--- src/rtl/sparce_mem_initiator_pkg.sv ---
// sparce_mem_initiator_pkg: op encoding, lane geometry and request legality shared by the sparse-memory initiator
package sparce_mem_initiator_pkg;
`ifdef DATA_WIDTH_32
  localparam int DW = 32;
`else
  localparam int DW = 64;
`endif
  localparam int BC = DW / 8;
  localparam int BADDR = $clog2(BC);
  typedef enum logic [2:0] {NOP, BYTE_OP, HALF_OP, WORD_OP, DWORD_OP} op_e;
  function automatic logic [3:0] op_bytes(op_e op);
    return op == BYTE_OP ? 4'd1 : op == HALF_OP ? 4'd2 : op == WORD_OP ? 4'd4 :
           op == DWORD_OP ? 4'd8 : 4'd0;
  endfunction
  function automatic logic op_legal(op_e op, logic [2:0] lo);
    logic [3:0] n;
    n = op_bytes(op);
    return n != 4'd0 && !(op == DWORD_OP && DW == 32) && (lo & (n[2:0] - 3'd1)) == 3'd0;
  endfunction
endpackage

--- src/rtl/sparce_mem_if.sv ---
// sparce_mem_if: single-cycle cs/we/re bus between initiator and sparse memory model
interface sparce_mem_if
  import sparce_mem_initiator_pkg::*;
#(parameter int AW = 32);
  logic          cs;
  op_e           we;
  op_e           re;
  logic [AW-1:0] write_address;
  logic [AW-1:0] read_address;
  logic [DW-1:0] write_data;
  logic [DW-1:0] read_data;
  modport initiator(output cs, we, re, write_address, read_address, write_data, input read_data);
  modport target(input cs, we, re, write_address, read_address, write_data, output read_data);
endinterface

--- src/rtl/sparce_lane_align.sv ---
// sparce_lane_align: store lane shift (LOAD=0) or load lane extract with zero/sign extension (LOAD=1)
module sparce_lane_align
  import sparce_mem_initiator_pkg::*;
#(
  parameter int W    = 64,
  parameter bit LOAD = 1'b0
) (
  input  logic [W-1:0]           i_data,
  input  op_e                    i_op,
  input  logic [$clog2(W/8)-1:0] i_lo,
  input  logic                   i_sgn,
  output logic [W-1:0]           o_data
);
  logic [W-1:0] w_mask, w_shr, w_val;
  logic         w_neg;
  // the top bit of the op mask selects the sign bit of the extracted value
  always_comb begin
    w_mask = ~({W{1'b1}} << {op_bytes(i_op), 3'b000});
    w_shr  = LOAD ? i_data >> {i_lo, 3'b000} : i_data;
    w_val  = w_shr & w_mask;
    w_neg  = i_sgn && |(w_val & (w_mask ^ (w_mask >> 1)));
    o_data = LOAD ? (w_val | (w_neg ? ~w_mask : '0)) : w_val << {i_lo, 3'b000};
  end
endmodule

--- src/rtl/sparce_mem_initiator.sv ---
// sparce_mem_initiator: turns a valid/ready load/store stream into single-cycle sparse-memory bus transactions
module sparce_mem_initiator
  import sparce_mem_initiator_pkg::*;
#(parameter int AW = 32) (
  input  logic          clk,
  input  logic          nrst,
  input  logic          req_valid,
  output logic          req_ready,
  input  logic          req_write,
  input  op_e           req_op,
  input  logic          req_signed,
  input  logic [AW-1:0] req_addr,
  input  logic [DW-1:0] req_wdata,
  output logic          rsp_valid,
  input  logic          rsp_ready,
  output logic [DW-1:0] rsp_rdata,
  output logic          rsp_err,
  sparce_mem_if.initiator mem_if
);
  typedef enum logic [1:0] {IDLE, ISSUE, WAIT, RESP} state_e;
  state_e           r_state;
  logic             r_write, r_signed;
  op_e              r_op;
  logic [BADDR-1:0] r_lo;
  logic [DW-1:0]    w_wdata, w_rdata;
  logic             w_legal;
  assign w_legal = op_legal(req_op, req_addr[2:0]);
  sparce_lane_align #(.W(DW), .LOAD(1'b0)) u_store (
    .i_data(req_wdata), .i_op(req_op), .i_lo(req_addr[BADDR-1:0]), .i_sgn(1'b0), .o_data(w_wdata)
  );
  sparce_lane_align #(.W(DW), .LOAD(1'b1)) u_load (
    .i_data(mem_if.read_data), .i_op(r_op), .i_lo(r_lo), .i_sgn(r_signed), .o_data(w_rdata)
  );
  // bus enables are registered at the accept edge so cs is high exactly during ISSUE
  always_ff @(posedge clk or negedge nrst) begin
    if (!nrst) begin
      r_state              <= IDLE;
      r_write              <= 1'b0;
      r_signed             <= 1'b0;
      r_op                 <= NOP;
      r_lo                 <= '0;
      req_ready            <= 1'b0;
      rsp_valid            <= 1'b0;
      rsp_rdata            <= '0;
      rsp_err              <= 1'b0;
      mem_if.cs            <= 1'b0;
      mem_if.we            <= NOP;
      mem_if.re            <= NOP;
      mem_if.write_address <= '0;
      mem_if.read_address  <= '0;
      mem_if.write_data    <= '0;
    end else begin
      mem_if.cs <= 1'b0;
      mem_if.we <= NOP;
      mem_if.re <= NOP;
      case (r_state)
        IDLE: begin
          req_ready <= !(req_valid && req_ready);
          if (req_valid && req_ready) begin
            r_write  <= req_write;
            r_signed <= req_signed;
            r_op     <= req_op;
            r_lo     <= req_addr[BADDR-1:0];
            if (w_legal) begin
              r_state   <= ISSUE;
              mem_if.cs <= 1'b1;
              if (req_write) begin
                mem_if.we            <= req_op;
                mem_if.write_address <= req_addr;
                mem_if.write_data    <= w_wdata;
              end else begin
                mem_if.re           <= req_op;
                mem_if.read_address <= req_addr;
              end
            end else begin
              r_state   <= RESP;
              rsp_valid <= 1'b1;
              rsp_err   <= 1'b1;
              rsp_rdata <= '0;
            end
          end
        end
        ISSUE: begin
          r_state   <= r_write ? RESP : WAIT;
          rsp_valid <= r_write;
          rsp_err   <= 1'b0;
          rsp_rdata <= '0;
        end
        WAIT: begin
          r_state   <= RESP;
          rsp_valid <= 1'b1;
          rsp_rdata <= w_rdata;
        end
        RESP: begin
          if (rsp_ready) begin
            r_state   <= IDLE;
            rsp_valid <= 1'b0;
            req_ready <= 1'b1;
          end
        end
        default: r_state <= IDLE;
      endcase
    end
  end
endmodule

--- src/flat_wrapper.sv ---
// flat-port wrapper written by rule: the top's interface ports become plain ports
module sparce_mem_initiator_flat import sparce_mem_initiator_pkg::*;
#(parameter int AW = 32)
  (clk, nrst, req_valid, req_ready, req_write, req_op, req_signed, req_addr, req_wdata, rsp_valid, rsp_ready, rsp_rdata, rsp_err, mem_if_cs, mem_if_we, mem_if_re, mem_if_write_address, mem_if_read_address, mem_if_write_data, mem_if_read_data);
  sparce_mem_if #(.AW(AW)) mem_if_i ();
  input  logic clk;
  input  logic nrst;
  input  logic req_valid;
  output logic req_ready;
  input  logic req_write;
  input  op_e req_op;
  input  logic req_signed;
  input  logic [AW-1:0] req_addr;
  input  logic [DW-1:0] req_wdata;
  output logic rsp_valid;
  input  logic rsp_ready;
  output logic [DW-1:0] rsp_rdata;
  output logic rsp_err;
  output wire logic [$bits(mem_if_i.cs)-1:0] mem_if_cs;
  output wire logic [$bits(mem_if_i.we)-1:0] mem_if_we;
  output wire logic [$bits(mem_if_i.re)-1:0] mem_if_re;
  output wire logic [$bits(mem_if_i.write_address)-1:0] mem_if_write_address;
  output wire logic [$bits(mem_if_i.read_address)-1:0] mem_if_read_address;
  output wire logic [$bits(mem_if_i.write_data)-1:0] mem_if_write_data;
  input wire logic [$bits(mem_if_i.read_data)-1:0] mem_if_read_data;
  assign mem_if_cs = mem_if_i.cs;
  assign mem_if_we = mem_if_i.we;
  assign mem_if_re = mem_if_i.re;
  assign mem_if_write_address = mem_if_i.write_address;
  assign mem_if_read_address = mem_if_i.read_address;
  assign mem_if_write_data = mem_if_i.write_data;
  assign mem_if_i.read_data = mem_if_read_data;
  sparce_mem_initiator #(.AW(AW)) u_core (.clk(clk), .nrst(nrst), .req_valid(req_valid), .req_ready(req_ready), .req_write(req_write), .req_op(req_op), .req_signed(req_signed), .req_addr(req_addr), .req_wdata(req_wdata), .rsp_valid(rsp_valid), .rsp_ready(rsp_ready), .rsp_rdata(rsp_rdata), .rsp_err(rsp_err), .mem_if(mem_if_i));
endmodule
--- config.mk ---
export PLATFORM = sky130hd
export DESIGN_NAME = sparce_mem_initiator_flat
export DESIGN_NICKNAME = d
export VERILOG_FILES = /design/src/rtl/sparce_mem_initiator_pkg.sv /design/src/rtl/sparce_mem_if.sv /design/src/rtl/sparce_lane_align.sv /design/src/rtl/sparce_mem_initiator.sv /design/src/flat_wrapper.sv
export SDC_FILE = /design/constraint.sdc
export NUM_CORES = 1
export LEC_CHECK = 0
export CAP_MARGIN = 20
export CORE_MARGIN = 1.5
export CORE_UTILIZATION = 52
export CTS_BUF_LIST = sky130_fd_sc_hd__clkbuf_4 sky130_fd_sc_hd__clkbuf_8 sky130_fd_sc_hd__clkbuf_16
export DETAILED_ROUTE_END_ITERATION = 8
export GPL_ROUTABILITY_DRIVEN = 0
export HOLD_SLACK_MARGIN = 0.03
export PLACE_DENSITY = 0.94
export RECOVER_POWER = 25
export SYNTH_ARGS = -nofsm -noshare
export SYNTH_HDL_FRONTEND = slang
export SYNTH_HIERARCHICAL = 1
export SYNTH_SLANG_ARGS = --single-unit
export TNS_END_PERCENT = 10
--- constraint.sdc ---
create_clock -name clk -period 5.61 [get_ports clk]
set_clock_uncertainty 0.2 [all_clocks]
set_input_delay 1.4025 -clock clk [delete_from_list [all_inputs] [get_ports clk]]
set_output_delay 1.4025 -clock clk [all_outputs]
set_load 0.03 [all_outputs]
==> qor.yml, run 1 <==
global_routing:
  grt_pass1_vias: 12138
  track_usage_pct: 35.46
  grt_max_degree: 123
  grt_pass1_wl_um: 70690
  grt-ovfl-total: 0
  antenna_found_initial: 0
timing:
  period_minus_slack_ns: 4.536
  slew_viol_final: 123
  setup_viol: 0
  slew_headroom_pct: -104.7
  tightestPinTransition_ns: 3.070
  max_freq_ghz: 0.2204
  hold_viol: 0
  rsz0062_at_grt: "no"
  fin_crit_sh_pct: 80.86
  setup_ws_ns: 1.074
  tns_ns: 0
clock_tree:
  post_cts_buffers: 0
  clockBufferDepth: 3
  root_buffer: "clkbuf_16"
  cts_tree: "yes"
  cts_sinks: 212
  cts_resized: 0
  hold_buffers: 0
  cts_inserted_buffers: 24
  clkLatencyLatePin_ns: 0.51
  clk_pin_slew_worst_paths_ns: 0.06
  htree_levels: 1
critical_path:
  cp_num_cells: 6
  cp.arrival_ns: 4.73
  critical-path-top-delay-family: "simple AND/OR/NAND/NOR gates"
  critPathSlowestCell: "or3b_1"
  cpPeakStageDelay_ns: 0.93
  reg2regPathDepth: 7
  worst_setup_path_end_kind: "flip-flop"
  crit_type: "in2reg"
  startpoint_type: "input port"
  ff2ff_setup_slack_ns: 2.08
  worst-path-buf-inv: 1
  rr_startpoint: "u_core/r_lo[0]$_DFFE_PN0P_"
  r2r-end: "u_core/rsp_rdata[47]$_DFFE_PN0P_"
  crit_chain: "clkdlybuf4s50_1, or3b_1, nand2_2, a32oi_1, o221ai_1, mux2_4"
  crit_fanout: 17
  cp_data_required_time_ns: 5.80
detailed_routing:
  vias_per_cell: 6.347
  drcViolationCount: 0
  drt_pre_antenna_iters: 8
  drtIter0Drc: 1783
  wl_per_cell_um: 24.66
  routed_wl_um: 46440
  via_count: 11951
  ant_nets: 0
power_and_ir_drop:
  leakage_uw: 0.007755
  power.density_nw_per_um2: 508.8
  worst_ir_drop_vdd_uv: 324.2
finish:
  layout_commonest_cell: "clkdlybuf4s50_1"
  finalNetCount: 1716
  fin_area_um2: 17580
  synthToLayoutAreaGrowth_pct: 36.81
  diodes: 0
  drive_gt1_share_pct: 17.96
  most-common-layout-cells: "clkdlybuf4s50_1, dfrtp_1, nand2_1, mux2i_1, mux2_2"
placed_design:
  io_buffers: 370
  pre_cts_ws_ns: 1.055
  hpwl_um: 32680
  placed_cell_area_um2: 16690
worst_hold_path:
  min_from: "u_core/r_write$_DFFE_PN0P_"
  worstHoldEndpoint: "u_core/r_write$_DFFE_PN0P_"
  hold_depth: 2
  min_path_type: "reg2reg"
synthesis:
  syn-instance-count: 1209
  avgSynthCellArea_um2: 10.63
  yosysWarnings: 6
  netlist_area_um2: 12850
  synth_nets: 1382
die:
  die_area_um2: 25660
  io_pins: 371
  initial_utilization_pct: 52.99
  coreArea_um2: 24250
  rows: 57
  die_w_um: 160.2
  fp.dieH_um: 160.2
job:
  cap_viol_max_count: 1
run_status:
  outcome: "finished with violations"
  violations: "capacitance limit, slew limit"
## tightest hold or removal path, stage by stage (launching register included)
cell     delay (ns)
dfrtp_1        0.35
nand2_1        0.05
nand2_1        0.06
## cell type report
cell class	instances	area, µm²
multi-input combinational	846	6875
fill	1610	6670
sequential	212	5311
timing repair buffer	389	3844
clock buffer	31	695.7
tap	324	405.4
inverter	70	262.8
clock inverter	11	183.9
## worst max-delay path by stage
stage	start	endpoint	slack, ns
4_1_cts	req_op[0]	u_core/mem_if.write_data[44]$_DFFE_PN0P_	1.37
3_5_place_dp	req_op[0]	u_core/mem_if.write_data[45]$_DFFE_PN0P_	1.06
5_1_grt	nrst	u_core/mem_if.read_address[0]$_DFFE_PN0P_	0.68
6_report	req_op[0]	u_core/mem_if.write_data[44]$_DFFE_PN0P_	1.07
3_3_place_gp	req_op[0]	u_core/mem_if.write_data[44]$_DFFE_PN0P_	1.20
2_1_floorplan	mem_if_read_data[63]	u_core/rsp_rdata[41]$_DFFE_PN0P_	2.41
## state kept, by name (all words and copies together), names as in the netlist, 2 cells and up
signal / count
u_core/r_op: 3
u_core/r_lo: 3
u_core/mem_if.read_address: 32
u_core/mem_if.write_address: 32
u_core/mem_if.we: 3
u_core/rsp_rdata: 64
u_core/mem_if.write_data: 64
u_core/mem_if.re: 3
u_core/r_state: 2
## where the power goes
| group | internal, µW | switching (µW) |
|---|---|---|
| sequential | 2010 | 523 |
| clock | 1100 | 652 |
| combinational | 2000 | 2660 |
| total | 5110 | 3840 |
## per-layer routing
| layer | global-route usage (%) | routed length (µm) | vias to the layer above |
|---|---|---|---|
| li1 | - | - | 5062 |
| met1 | 42.62 | 16520 | 5611 |
| met2 | 56.94 | 21110 | 1023 |
| met3 | 11.04 | 5639 | 255 |
| met4 | 19.29 | 3166 | 0 |
| met5 | 0 | 0 | - |
## metrics by stage
| stage | power (µW) | hold slack, ns | utilization [%] | cells |
|---|---|---|---|---|
| 5_1_grt | 9303 | 0.3157 | 72.49 | 1883 |
| 3_5_place_dp | 7076 | 0.2777 | 68.84 | 1840 |
| 3_3_place_gp | 6975 | 0.2658 | 68.84 | 1840 |
| 4_1_cts | 8891 | 0.2933 | 72.47 | 1882 |
| 2_1_floorplan | 5386 | 0.2469 | - | 1209 |
| 6_report | 8944 | 0.2939 | 72.49 | 1883 |
Note: power is estimated with default switching activity, not from simulation.
==> run 2: changes to the inputs <==
--- a/config.mk
+++ b/config.mk
@@ -7,12 +7,12 @@
 export LEC_CHECK = 0
 export CAP_MARGIN = 20
 export CORE_MARGIN = 1.5
-export CORE_UTILIZATION = 52
+export CORE_UTILIZATION = 49
 export CTS_BUF_LIST = sky130_fd_sc_hd__clkbuf_4 sky130_fd_sc_hd__clkbuf_8 sky130_fd_sc_hd__clkbuf_16
 export DETAILED_ROUTE_END_ITERATION = 8
 export GPL_ROUTABILITY_DRIVEN = 0
 export HOLD_SLACK_MARGIN = 0.03
-export PLACE_DENSITY = 0.94
+export PLACE_DENSITY = 0.9
 export RECOVER_POWER = 25
 export SYNTH_ARGS = -nofsm -noshare
 export SYNTH_HDL_FRONTEND = slang
==> constraint.sdc (replaced) <==
create_clock -name clk -period 4.55 [get_ports clk]
set_clock_uncertainty 0.2 [all_clocks]
set_input_delay 1.1375 -clock clk [delete_from_list [all_inputs] [get_ports clk]]
set_output_delay 1.1375 -clock clk [all_outputs]
set_load 0.03 [all_outputs]
==> qor.yml, run 2 (synthesis gave the netlist of run 1 again) <==
clock_tree:
  post_cts_buffers: 0  # unchanged
  cts_sinks: 212  # unchanged
  cts_tree: "yes"
  root_buffer: "clkbuf_16"
  clockBufferDepth: 3  # unchanged
  hold_buffers: 0  # unchanged
  clk_pin_slew_worst_paths_ns: 0.06  # about the same
  cts_resized: 0  # unchanged
  htree_levels: 1  # unchanged
  cts_inserted_buffers: 25  # +4.2%
  clkLatencyLatePin_ns: 0.53  # +0.02 ns
detailed_routing:
  drtIter0Drc: 1652  # -7.3%
  wl_per_cell_um: 23.67  # -4.0%
  drcViolationCount: 48  # +48
  routed_wl_um: 45170  # -2.7%
  drt_pre_antenna_iters: 9  # +1
  ant_nets: 0  # unchanged
  vias_per_cell: 6.264  # -1.3%
  via_count: 11952  # +0.0084%
critical_path:
  crit_fanout: 15  # -2
  cp_data_required_time_ns: 4.75  # -1.05 ns
  crit_start: "mem_if_read_data[15]"
  startpoint_type: "input port"
  worst_setup_path_end_kind: "flip-flop"
  critPathSlowestCell: "a2111oi_2"
  cp.arrival_ns: 3.63  # -1.10 ns
  crit_chain: "clkdlybuf4s50_1, nor2b_1, a2111oi_2, nor4_4, a21oi_2, buf_12, nand3_2, nand2_1, mux2i_1"
  cpPeakStageDelay_ns: 0.61  # -0.32 ns
  rr_startpoint: "u_core/r_lo[2]$_DFFE_PN0P_"
  crit_type: "in2reg"
timing:
  fin_crit_sh_pct: 75.33
  max_freq_ghz: 0.2917
  hold_viol: 0  # unchanged
  slew_viol_final: 61  # -50%
  tightestPinTransition_ns: 1.518  # -1.552 ns
  tns_ns: 0  # unchanged
  period_minus_slack_ns: 3.428
  setup_viol: 0  # unchanged
  slew_headroom_pct: -1.190  # +100 points
  rsz0062_at_grt: "no"
global_routing:
  grt_pass1_vias: 11810  # -2.7%
  grt_max_degree: 103  # -16%
  grt-ovfl-total: 0  # unchanged
  grt_pass1_wl_um: 67030  # -5.2%
  track_usage_pct: 32.24  # -3.2 points
  antenna_found_initial: 1  # +1
power_and_ir_drop:
  power.density_nw_per_um2: 628.9  # +24%
  pwr-share-comb_pct: 52.9  # +0.8 points
  total_power_uw: 11190  # +25%
  p_int_uw: 6418  # +26%
  worst_ir_drop_vdd_uv: 480.2  # +48%
  clkPwrFrac_pct: 20.3  # +0.7 points
  p_sw_uw: 4771  # +24%
  leakage_uw: 0.007856  # +1.3%
  p_sw_share_pct: 42.64  # -0.25 points
  seqPwrFrac_pct: 26.8  # -1.5 points
die:
  rows: 59  # +3.5%
  io_pins: 371  # unchanged
  coreArea_um2: 25910  # +6.9%
  die_w_um: 164.9  # +3.0%
  fp.dieH_um: 164.9  # +3.0%
  die_area_um2: 27200  # +6.0%
  initial_utilization_pct: 49.59  # -3.4 points
run_status:
  outcome: "finished with violations"
  violations: "DRC, capacitance limit, slew limit"
finish:
  synthToLayoutAreaGrowth_pct: 38.47
  fin_cells: 1908  # +1.3%
  drive_gt1_share_pct: 18.70  # +0.74 points
  largestRegisters: "u_core/mem_if.write_data: 64 flops, u_core/rsp_rdata: 64 flops"
  finalNetCount: 1726  # +0.58%
  layout_commonest_cell: "clkdlybuf4s50_1"
  fin_area_um2: 17790  # +1.2%
  final_util_pct: 68.66  # -3.8 points
  most-common-layout-cells: "clkdlybuf4s50_1, dfrtp_1, nand2_1, mux2i_1, mux2_2"
placed_design:
  hpwl_um: 32810  # +0.39%
  io_buffers: 370  # unchanged
  dp_cells: 1860  # +1.1%
  placed_cell_area_um2: 16840  # +0.91%
worst_hold_path:
  min_path_type: "reg2reg"
  min_from: "u_core/mem_if.write_address[4]$_DFFE_PN0P_"
job:
  cap_viol_max_count: 1  # unchanged
-- run 2: changes by cell type in the layout (fill, tap and decap cells not counted) --
cell | before | now
dlygate4sd3_1 | 1 | 0
clkbuf_2 | 3 | 1
diode_2 | 0 | 1
buf_4 | 16 | 21
clkbuf_4 | 2 | 3
buf_2 | 1 | 2
buf_12 | 1 | 6
clkinvlp_4 | 0 | 1
clkinv_4 | 1 | 2
bufinv_16 | 5 | 6
inv_16 | 0 | 1
-- run 2: cell type report --
cell class / count / area (µm²)
inverter: 70 / 262.8
clock buffer: 31 / 689.4
timing repair buffer: 398 / 3980
clock inverter: 15 / 250.2
antenna: 1 / 2.502
tap: 335 / 419.2
multi-input combinational: 846 / 6875
fill: 1837 / 8120
sequential: 212 / 5311
-- run 2: stage by stage --
step,setup slack (ns),hold slack [ns]
detailed placement,0.6553,0.2922
floorplan,1.612,0.2469
global route,1.037,0.3230
global placement,0.7029,0.2694
finish,1.122,0.3028
CTS,1.177,0.3059
-- run 2: per-layer routing --
layer / global-route usage (%) / up-vias / wire length, µm
met1: 38.31 / 5663 / 16050
li1: - / 5080 / -
met2: 54.30 / 963 / 21480
met5: 0 / - / 0
met4: 19.00 / 0 / 3060
met3: 6.203 / 246 / 4579
-- run 2: path summary, 6_finish.rpt --
| check | to | slack (ns) | cells after the start |
|---|---|---|---|
| max | u_core/rsp_rdata[41]$_DFFE_PN0P_ | 1.12 | 9 |
| min | u_core/mem_if.write_address[4]$_DFFE_PN0P_ | 0.30 | 1 |
| max reg2reg | u_core/rsp_rdata[41]$_DFFE_PN0P_ | 1.27 | 8 |
| min reg2reg | u_core/mem_if.write_address[4]$_DFFE_PN0P_ | 0.30 | 1 |
| max in group asynchronous | u_core/rsp_rdata[9]$_DFFE_PN0P_ | 1.63 | 2 |
| min in group asynchronous | u_core/rsp_rdata[1]$_DFFE_PN0P_ | 0.53 | 1 |
-- run 2: worst max-delay path, delay by kind of cell --
| kind | cells | cell delay, ns |
|---|---|---|
| buf+inv | 2 | 0.71 |
| compound gates | 2 | 1.17 |
| simple gates | 4 | 0.51 |
| mux | 1 | 0.09 |
-- run 2: power by group through the flow --
stage / clock [µW] / sequential [µW] / combinational [µW]
5_1_grt: 2400 / 3050 / 6210
4_1_cts: 2310 / 2980 / 5830
3_3_place_gp: 0 / 2960 / 5660
2_1_floorplan: 0 / 3900 / 2740
6_report: 2270 / 2990 / 5920
3_5_place_dp: 0 / 3000 / 5780
==> edit, RTL diff (settings of run 2) <==
Put one more register stage on the output `rsp_err`, with the module's reset. The value now appears one clock later. The other outputs are not delayed to match.
--- a/src/rtl/sparce_mem_initiator.sv
+++ b/src/rtl/sparce_mem_initiator.sv
@@ -18,6 +18,8 @@
   sparce_mem_if.initiator mem_if
 );
   typedef enum logic [1:0] {IDLE, ISSUE, WAIT, RESP} state_e;
+
+  logic rsp_err_s0;
   state_e           r_state;
   logic             r_write, r_signed;
   op_e              r_op;
@@ -42,7 +44,7 @@
       req_ready            <= 1'b0;
       rsp_valid            <= 1'b0;
       rsp_rdata            <= '0;
-      rsp_err              <= 1'b0;
+      rsp_err_s0           <= 1'b0;
       mem_if.cs            <= 1'b0;
       mem_if.we            <= NOP;
       mem_if.re            <= NOP;
@@ -75,7 +77,7 @@
             end else begin
               r_state   <= RESP;
               rsp_valid <= 1'b1;
-              rsp_err   <= 1'b1;
+              rsp_err_s0 <= 1'b1;
               rsp_rdata <= '0;
             end
           end
@@ -83,7 +85,7 @@
         ISSUE: begin
           r_state   <= r_write ? RESP : WAIT;
           rsp_valid <= r_write;
-          rsp_err   <= 1'b0;
+          rsp_err_s0 <= 1'b0;
           rsp_rdata <= '0;
         end
         WAIT: begin
@@ -102,5 +104,13 @@
       endcase
     end
   end
+  always_ff @(posedge clk or negedge nrst) begin
+    if (!nrst) begin
+      rsp_err <= '0;
+    end else begin
+      rsp_err <= rsp_err_s0;
+    end
+  end
+
 endmodule
 
Check against the original RTL: not equivalent (Yosys sat finds a counterexample within 4 cycles, from zero or initial values and one cycle with nrst low).
==> edit against run 2 <==
The run still ends with DRC, capacitance limit, slew limit left. Area after synthesis is 0.87% lower. Wire length is 0.46% lower. Largest cell class unchanged. Count of clock-buffer cells in the layout is 1 higher. Critical path depth is 2 lower. Hold slack worse by 0.084 ns. Sequential cell count is 1 higher. Synthesized cell count hardly changed. Final area is 1.6% lower. Worst setup slack worse by 0.19 ns. Sequential power is 2% higher. Clock power is 11% lower. Highest routed layer unchanged. Largest power group unchanged. Total power is 1.7% lower.
==> edit: results (changes against run 2) <==
Status -> finished with violations
Failing checks -> DRC, capacitance limit, slew limit
Max Cap Viol -> 1 (unchanged)
DRC viols -> 29 (-40%)
Post-Syn Area per Cell -> 10.53 um2 (-0.95%)
Util after Layout -> 69.12% (+0.46 points)
I/O Buffers -> 370 (unchanged)
Worst Max-Slew Pin Slew -> 2.493 ns (+0.9750 ns)
Avg WL per Cell -> 23.70 um (+0.12%)
Hold_buf cts -> 0 (unchanged)
Finished Layout Cells -> 1897 (-0.58%)
Layout cells sized above 1 -> 18.06% (-0.64 points)
Top flop regs -> u_core/mem_if.write_data x64, u_core/rsp_rdata x64
Cell Area, Placed -> 0.01664 mm2 (-1.2%)
Dpl hpwl -> 32040 um (-2.4%)
DR iter-0 viols -> 2098 (+27%)
Hold Crit Class -> reg2reg
Fin nets -> 1724 (-0.12%)
Overall Global Routing Usage -> 32.49% (+0.26 points)
Worst VDD drop -> 0.4979 mV (+3.7%)
Final setup violation count -> 0 (unchanged)
Syn_nets -> 1383 (+0.072%)
WP data arrival -> 3.87 ns (+0.24 ns)
Pin count of the biggest net entering global routing -> 97 (-5.8%)
Vias in the first global route -> 11.72k (-0.74%)
CTS buffer count -> 25 (unchanged)
Max FO, Critical Path -> 12 (-3)
Post-CTS sizing -> 0 (unchanged)
Clock transition at path regs -> 0.06 ns (about the same)
Avg Vias per Cell -> 6.240 (-0.38%)
Diodes inserted -> 0 (-1)
Post-CTS setup buffer count -> 0 (unchanged)
First-pass GRT wire length -> 66790 um (-0.36%)
Initial antenna violation count -> 0 (-1)
Final Max Tran Viols -> 93 (+52%)
YS warnings -> 6 (unchanged)
Post-route ant nets -> 0 (unchanged)
FILL cells -> 1818 (-1.0%)
Htree depth -> 1 (unchanged)
Leak -> 7.617 nW (-3.0%)
## edit: stage by stage
stage / hold WS [ns] / setup slack [ns]
after CTS: 0.2147 / 1.047
final: 0.2189 / 0.9341
after floorplan: 0.1696 / 1.617
after global routing: 0.2439 / 0.6692
after detailed placement: 0.2014 / 0.4944
after global placement: 0.2086 / 0.5862
## edit: report_power, final
group | internal, mW | switching [mW]
logic | 2.50 | 3.42
clock network | 1.21 | 0.823
registers | 2.51 | 0.543
total | 6.22 | 4.78
## edit: worst paths after layout
kind / cells after the start / endpoint / startpoint / slack [ns]
max: 7 / u_core/mem_if.write_data[43]$_DFFE_PN0P_ / req_op[1] / 0.93
min in group asynchronous: 1 / u_core/rsp_rdata[53]$_DFFE_PN0P_ / nrst / 1.17
min reg2reg: 0 / u_core/rsp_err$_DFF_PN0_ / u_core/rsp_err_s0$_DFFE_PN0P_ / 0.22
min: 0 / u_core/rsp_err$_DFF_PN0_ / u_core/rsp_err_s0$_DFFE_PN0P_ / 0.22
max in group asynchronous: 1 / u_core/r_lo[0]$_DFFE_PN0P_ / nrst / 1.16
max reg2reg: 8 / u_core/rsp_rdata[53]$_DFFE_PN0P_ / u_core/r_lo[0]$_DFFE_PN0P_ / 1.41
## edit: critical path, cell delays in order
cell and delay (ns):
clkdlybuf4s50_1 0.60, or3b_1 0.76, buf_4 0.32, nor2_1 0.50
nand2_1 0.16, o221ai_1 0.16, mux2_2 0.22
## edit: area by class of cell
class,instances,share of cell area [%]
clock buffer,32,4.017
clock inverter,11,0.7719
inverter,70,1.501
multi-input combinational,847,38.45
sequential,213,30.48
tap,330,2.359
timing repair buffer,394,22.41
## edit: metal layers
metal,GRT usage [%],vias to the layer above,wire length (um)
li1,-,5075,-
met1,37.16,5597,15080
met3,9.924,228,5733
met2,54.74,938,21120
met4,16.82,0,3034
met5,0,-,0
